[config.mk]
export PLATFORM = sky130hd
export DESIGN_NAME = video_out_pipe
export DESIGN_NICKNAME = d
export VERILOG_FILES = /design/src/rtl/video_out_pipe.sv
export SDC_FILE = /design/constraint.sdc
export NUM_CORES = 1
export LEC_CHECK = 0
export BUFFER_PORTS_ARGS = -buffer_cell sky130_fd_sc_hd__buf_2
export CAP_MARGIN = 10
export CORE_ASPECT_RATIO = 0.9
export CORE_MARGIN = 3
export CORE_UTILIZATION = 45
export CTS_CLUSTER_DIAMETER = 60
export CTS_CLUSTER_SIZE = 16
export DETAILED_ROUTE_END_ITERATION = 10
export GPL_TIMING_DRIVEN = 0
export HOLD_SLACK_MARGIN = 0.06
export PLACE_DENSITY = 0.77
export SLEW_MARGIN = 0
export SYNTH_ARGS = -nofsm -noshare
export SYNTH_HDL_FRONTEND = slang
export SYNTH_SLANG_ARGS = --single-unit
[constraint.sdc]
create_clock -name clk_pix -period 2.6 [get_ports clk_pix]
set_clock_uncertainty 0.05 [all_clocks]
set_input_delay 0.13 -clock clk_pix [delete_from_list [all_inputs] [get_ports clk_pix]]
set_output_delay 0.13 -clock clk_pix [all_outputs]
set_load 0.01 [all_outputs]
[src/rtl/video_out_pipe.sv]
// video_out_pipe: parametrised VGA timing generator with a latency-matched output stage.
// Coordinates go out to a pixel source; the returned colour is sampled PIPE_LAT clocks
// later, blanked outside the active area and registered onto the pins together with
// sync and data enable delayed by the same amount.
module video_out_pipe #(
   parameter int H_ACTIVE = 640,
   parameter int H_FP     = 16,
   parameter int H_SYNC   = 96,
   parameter int H_BP     = 48,
   parameter int V_ACTIVE = 480,
   parameter int V_FP     = 10,
   parameter int V_SYNC   = 2,
   parameter int V_BP     = 33,
   parameter bit HS_POL   = 1'b0,
   parameter bit VS_POL   = 1'b0,
   parameter int COLOR_W  = 4,
   parameter int COORD_W  = 10,
   parameter int PIPE_LAT = 1
) (
   input  logic               clk_pix,
   input  logic               resetn,
   output logic [COORD_W-1:0] pix_x,
   output logic [COORD_W-1:0] pix_y,
   output logic               pix_valid,
   output logic               frame_start,
   output logic               line_start,
   input  logic [COLOR_W-1:0] pix_r,
   input  logic [COLOR_W-1:0] pix_g,
   input  logic [COLOR_W-1:0] pix_b,
   output logic [COLOR_W-1:0] vga_r,
   output logic [COLOR_W-1:0] vga_g,
   output logic [COLOR_W-1:0] vga_b,
   output logic               vga_hsync,
   output logic               vga_vsync,
   output logic               vga_de
);

   localparam int H_TOTAL  = H_ACTIVE + H_FP + H_SYNC + H_BP;
   localparam int V_TOTAL  = V_ACTIVE + V_FP + V_SYNC + V_BP;
   localparam int HS_BEGIN = H_ACTIVE + H_FP;
   localparam int HS_END   = H_ACTIVE + H_FP + H_SYNC;
   localparam int VS_BEGIN = V_ACTIVE + V_FP;
   localparam int VS_END   = V_ACTIVE + V_FP + V_SYNC;
   localparam logic [COORD_W-1:0] H_LAST = COORD_W'(H_TOTAL - 1);
   localparam logic [COORD_W-1:0] V_LAST = COORD_W'(V_TOTAL - 1);

   logic [COORD_W-1:0] h_cnt_q, h_cnt_d;
   logic [COORD_W-1:0] v_cnt_q, v_cnt_d;

   // stage0 = {de, hs, vs} for the coordinate currently presented; dly = same, PIPE_LAT clocks old
   logic [2:0] stage0;
   logic [2:0] dly;

   logic [COLOR_W-1:0] vga_r_q, vga_r_d;
   logic [COLOR_W-1:0] vga_g_q, vga_g_d;
   logic [COLOR_W-1:0] vga_b_q, vga_b_d;
   logic               vga_hsync_q, vga_hsync_d;
   logic               vga_vsync_q, vga_vsync_d;
   logic               vga_de_q, vga_de_d;

   // Raster counters: h wraps every line, v advances on the h wrap
   always_comb begin
      h_cnt_d = h_cnt_q + COORD_W'(1);
      v_cnt_d = v_cnt_q;
      if (h_cnt_q == H_LAST) begin
         h_cnt_d = '0;
         if (v_cnt_q == V_LAST) begin
            v_cnt_d = '0;
         end else begin
            v_cnt_d = v_cnt_q + COORD_W'(1);
         end
      end
   end

   // Counter registers; reset parks the raster at (0,0)
   always_ff @(posedge clk_pix) begin
      if (!resetn) begin
         h_cnt_q <= '0;
         v_cnt_q <= '0;
      end else begin
         h_cnt_q <= h_cnt_d;
         v_cnt_q <= v_cnt_d;
      end
   end

   // Raster decode; everything facing the source is held quiet while reset is asserted
   always_comb begin
      stage0[2]   = resetn && (int'(h_cnt_q) < H_ACTIVE) && (int'(v_cnt_q) < V_ACTIVE);
      stage0[1]   = resetn && (int'(h_cnt_q) >= HS_BEGIN) && (int'(h_cnt_q) < HS_END);
      stage0[0]   = resetn && (int'(v_cnt_q) >= VS_BEGIN) && (int'(v_cnt_q) < VS_END);
      pix_valid   = stage0[2];
      frame_start = resetn && (h_cnt_q == '0) && (v_cnt_q == '0);
      line_start  = resetn && (h_cnt_q == '0);
   end

   assign pix_x = h_cnt_q;
   assign pix_y = v_cnt_q;

   generate
      if (PIPE_LAT == 0) begin : g_direct
         // Combinational source: colour belongs to the coordinate on the bus right now
         assign dly = stage0;
      end else begin : g_delay
         logic [2:0] dl_q [PIPE_LAT];
         logic [2:0] dl_d [PIPE_LAT];

         // Shift the control triple one stage per clock
         always_comb begin
            dl_d[0] = stage0;
            for (int i = 1; i < PIPE_LAT; i++) begin
               dl_d[i] = dl_q[i-1];
            end
         end

         // Delay-line registers; reset flushes every stage to inactive
         always_ff @(posedge clk_pix) begin
            for (int i = 0; i < PIPE_LAT; i++) begin
               if (!resetn) begin
                  dl_q[i] <= '0;
               end else begin
                  dl_q[i] <= dl_d[i];
               end
            end
         end

         assign dly = dl_q[PIPE_LAT-1];
      end
   endgenerate

   // Output stage next values: blank colour unless the delayed DE is set
   always_comb begin
      vga_de_d    = dly[2];
      vga_r_d     = dly[2] ? pix_r : '0;
      vga_g_d     = dly[2] ? pix_g : '0;
      vga_b_d     = dly[2] ? pix_b : '0;
      vga_hsync_d = dly[1] ? HS_POL : ~HS_POL;
      vga_vsync_d = dly[0] ? VS_POL : ~VS_POL;
   end

   // Pin registers
   always_ff @(posedge clk_pix) begin
      if (!resetn) begin
         vga_de_q    <= 1'b0;
         vga_r_q     <= '0;
         vga_g_q     <= '0;
         vga_b_q     <= '0;
         vga_hsync_q <= ~HS_POL;
         vga_vsync_q <= ~VS_POL;
      end else begin
         vga_de_q    <= vga_de_d;
         vga_r_q     <= vga_r_d;
         vga_g_q     <= vga_g_d;
         vga_b_q     <= vga_b_d;
         vga_hsync_q <= vga_hsync_d;
         vga_vsync_q <= vga_vsync_d;
      end
   end

   assign vga_de    = vga_de_q;
   assign vga_r     = vga_r_q;
   assign vga_g     = vga_g_q;
   assign vga_b     = vga_b_q;
   assign vga_hsync = vga_hsync_q;
   assign vga_vsync = vga_vsync_q;

endmodule

==> impl_metrics.env <==
export IMPL_status="complete, no violations"
export IMPL_highest_signal_layer="met4"
export IMPL_nets=255
export IMPL_hold_viol=0
export IMPL_max_slew_margin_rel_pct=57.8
export IMPL_max_cap_violations=0
export IMPL_crit_type="reg -> out"
export IMPL_cpMaxStageDelayCell="or4b_2"
export IMPL_post_cts_buffers=0
export IMPL_dp_hpwl_um=2440
export IMPL_maxClockFrequency_ghz=0.431
export IMPL_clock_latency_ps=280
export IMPL_numClockSinks=38
export IMPL_clk_pin_slew_ps=80
export IMPL_startpoint_type="flop"
export IMPL_tightest_slew_ps=628
export IMPL_final_report_setup_violation_count=0
export IMPL_detailroute_wirelength_met2_um=1530
export IMPL_drive_above_1_share_pct=26.9
export IMPL_worst_hold_depth=3
export IMPL_total_leakage_power_nw=0.931
export IMPL_timing_rr_end="pix_y[2]"
export IMPL_clock_tree_from_tritoncts="yes"
export IMPL_critical_path_endpoint_type="primary output"
export IMPL_detail_route_vias_per_cell=5.04
export IMPL_r2r_start="pix_x[5]"
export IMPL_flow_area_growth_from_synthesis_pct=35.2
export IMPL_die_area_um2=4160
export IMPL_met3RoutedLength_um=229
export IMPL_drt_first_iter_violations=109
export IMPL_worstPathCellList="inv_1 -> ha_1 -> or4b_2 -> nor4_1 -> and4_1 -> buf_2"
export IMPL_detailroute_via_count=1410
export IMPL_antenna_found_initial=0
export IMPL_antenna_cells=0
export IMPL_pwr_density_cell_nw_per_um2=565
export IMPL_first_global_vias=1189
export IMPL_ys_warn_count=0
export IMPL_placed_area_um2=1850
export IMPL_post_synth_instance_area_um2=1540
export IMPL_delay_of_the_slowest_critical_path_stage_ps=580
export IMPL_cts_repair_resize_count=0
export IMPL_arrival_ps=2140
export IMPL_syn_avg_cell_area_um2=9.22
export IMPL_final_setup_tns_ps=0
export IMPL_synthDistinctLibCells=31
export IMPL_globalRouteTotalUtil_pct=17.2
export IMPL_syn_nets=185
export IMPL_postCtsHoldBufs=12
export IMPL_worstHoldEndpoint="g_delay.dl_q[0][1]"
export IMPL_buffers_from_clock_root_to_sink_at_most=2
export IMPL_timing_reg2reg_worst_path_depth=6
export IMPL_drt_drc_violations_left=0
export IMPL_fin_area_um2=2080
export IMPL_tritoncts_num_buffers=5
export IMPL_layout_worst_path_cycle_share_pct=89.2
export IMPL_final_period_minus_worst_setup_slack_ps=2320
export IMPL_initial_core_util_pct=48.7
export IMPL_wire_length_of_the_first_global_routing_pass_um=5400
export IMPL_chipHeight_um=61.5
export IMPL_rsz0062_at_grt="false"
export IMPL_holdCritStartpoint="resetn"
export IMPL_portBuffers=51
export IMPL_die_width_um=67.7
export IMPL_cts_root_buffer="clkbuf_8"
export IMPL_maxSlewViolCount=0
export IMPL_ports_placed_on_the_boundary=52
export IMPL_r2r_setup_slack_ps=370
export IMPL_ant_nets=0
export IMPL_grt_start_max_net_pins=14
export IMPL_drt_first_pass_iters=4
export IMPL_synth_seq_area_share_pct=49.4
export IMPL_grt_ovfl_total=0
export IMPL_ctsHtreeMaxLevel=2
export IMPL_synth_cells=167
export IMPL_ys_ff_latch=38
export IMPL_critPathMaxFanout=6
export IMPL_wirelength_met1_um=1650
export IMPL_place_gp_congestion=0.828
export IMPL_fp_row_count=19
export IMPL_postRouteWirelength_um=3440
export IMPL_cp_required_ps=2420
export IMPL_min_delay_path_class="in -> reg"
export IMPL_placeableCoreArea_um2=3160
export IMPL_max_vdd_ir_drop_uv=391
export IMPL_wl_per_cell_um=12.3
==> Yosys cell counts <==
master / count / area share [%]
nand2b_1: 1 / 0.41
a21oi_1: 3 / 0.97
buf_6: 1 / 0.73
xor2_1: 5 / 2.8
o31ai_1: 1 / 0.49
or4_4: 1 / 0.73
nand3_1: 9 / 2.9
nor2_1: 12 / 2.9
xnor2_1: 8 / 4.5
nor4_1: 7 / 2.8
nor3_1: 5 / 1.6
o21ai_1: 1 / 0.32
o21ai_0: 3 / 0.97
nand2_1: 14 / 3.4
dfxtp_1: 38 / 49
or4b_2: 1 / 0.65
and3_1: 15 / 6.1
and4_1: 2 / 1.1
ha_1: 4 / 3.2
nor2b_1: 1 / 0.41
o22ai_1: 2 / 0.81
or3_1: 3 / 1.2
or3_4: 1 / 0.73
or4_1: 2 / 0.97
clkbuf_1: 7 / 1.7
nand4_1: 7 / 2.8
and4b_1: 2 / 1.3
and2_1: 4 / 1.6
nand4b_1: 1 / 0.57
inv_1: 5 / 1.2
buf_2: 1 / 0.32
==> cell families after synthesis <==
kind of cell	synth area share [%]
buffers and inverters	3.98
XOR/XNOR	7.39
adder cells (fa/ha/maj)	3.25
flip-flops	49.4
AO/OA/AOI/OAI	3.57
AND/OR/NAND/NOR	32.4
==> layout by cell type, fill, tap and decap left out <==
cell / synthesis / final
dlygate4sd3_1: 0 / 12
a21oi_1: 3 / 3
nand3_1: 9 / 9
nor4_1: 7 / 7
nor2b_1: 1 / 1
and3_1: 15 / 15
clkbuf_1: 7 / 7
o31ai_1: 1 / 1
and4b_1: 2 / 2
nand2_1: 14 / 14
or3_4: 1 / 1
ha_1: 4 / 4
o21ai_1: 1 / 1
or4_1: 2 / 2
bufinv_16: 0 / 1
and2_1: 4 / 4
buf_2: 1 / 52
xnor2_1: 8 / 8
clkbuf_8: 0 / 5
dfxtp_1: 38 / 38
or3_1: 3 / 3
inv_1: 5 / 5
and4_1: 2 / 2
nand4b_1: 1 / 1
o22ai_1: 2 / 2
clkinvlp_4: 0 / 2
o21ai_0: 3 / 3
nand2b_1: 1 / 1
nand4_1: 7 / 7
nor2_1: 12 / 12
xor2_1: 5 / 5
nor3_1: 5 / 5
buf_6: 1 / 1
or4b_2: 1 / 1
or4_4: 1 / 1
==> metal layers <==
layer / vias to the layer above / global-route usage (%)
li1: 730 / -
met1: 633 / 23.1
met4: 0 / 4.34
met5: - / 0
met2: 43 / 27.2
met3: 4 / 5.11
==> flip-flops by register name, indices dropped and copies added, names as in the netlist <==
name / cells
pix_x: 10
pix_y: 10
vga_b: 4
vga_g: 4
vga_r: 4
g_delay.dl_q: 3
vga_de: 1
vga_hsync: 1
vga_vsync: 1
==> power by group <==
part | internal [mW] | switching [mW]
sequential | 0.595 | 0.00807
clock | 0.285 | 0.208
combinational | 0.0429 | 0.0375
==> critical path, delay by kind of cell, from the launching register on <==
| kind | cells | cell delay, ps |
|---|---|---|
| adders and majority gates | 1 | 120 |
| buffers and inverters | 2 | 190 |
| DFF | 1 | 360 |
| and+or+nand+nor | 3 | 1170 |
==> final cells by class <==
class                           instances  area, µm²
Fill cell                             271       1080
Sequential cell                        38        761
Multi-Input combinational cell        115        718
Timing Repair Buffer                   63        375
Clock buffer                            5       68.8
Tap cell                               42       52.6
Clock inverter                          3       45.0
Buffer                                  9       42.5
Inverter                                5       18.8
==> how the worst max path moves through the flow <==
| stage | startpoint | slack (ps) | end |
|---|---|---|---|
| floorplan | pix_x[5] | 530 | pix_y[8] |
| global placement | pix_x[5] | 440 | pix_y[3] |
| detailed placement | pix_x[5] | 410 | pix_y[2] |
| CTS | pix_x[0] | 300 | frame_start |
| global route | pix_x[0] | 170 | frame_start |
| finish | pix_x[0] | 280 | frame_start |
==> per-stage QoR <==
step           std cells  setup slack [ps]  utilization (%)  total power [mW]  hold WS [ps]
2_1_floorplan        167               527                -             0.651           239
3_3_place_gp         260               439             58.4             0.682           306
3_5_place_dp         260               409             58.4             0.683           308
4_1_cts              280               304             65.8              1.19          78.9
5_1_grt              280               167             65.8              1.23           100
6_report             280               280             65.8              1.18          85.4
(Power assumes the default switching activity.)
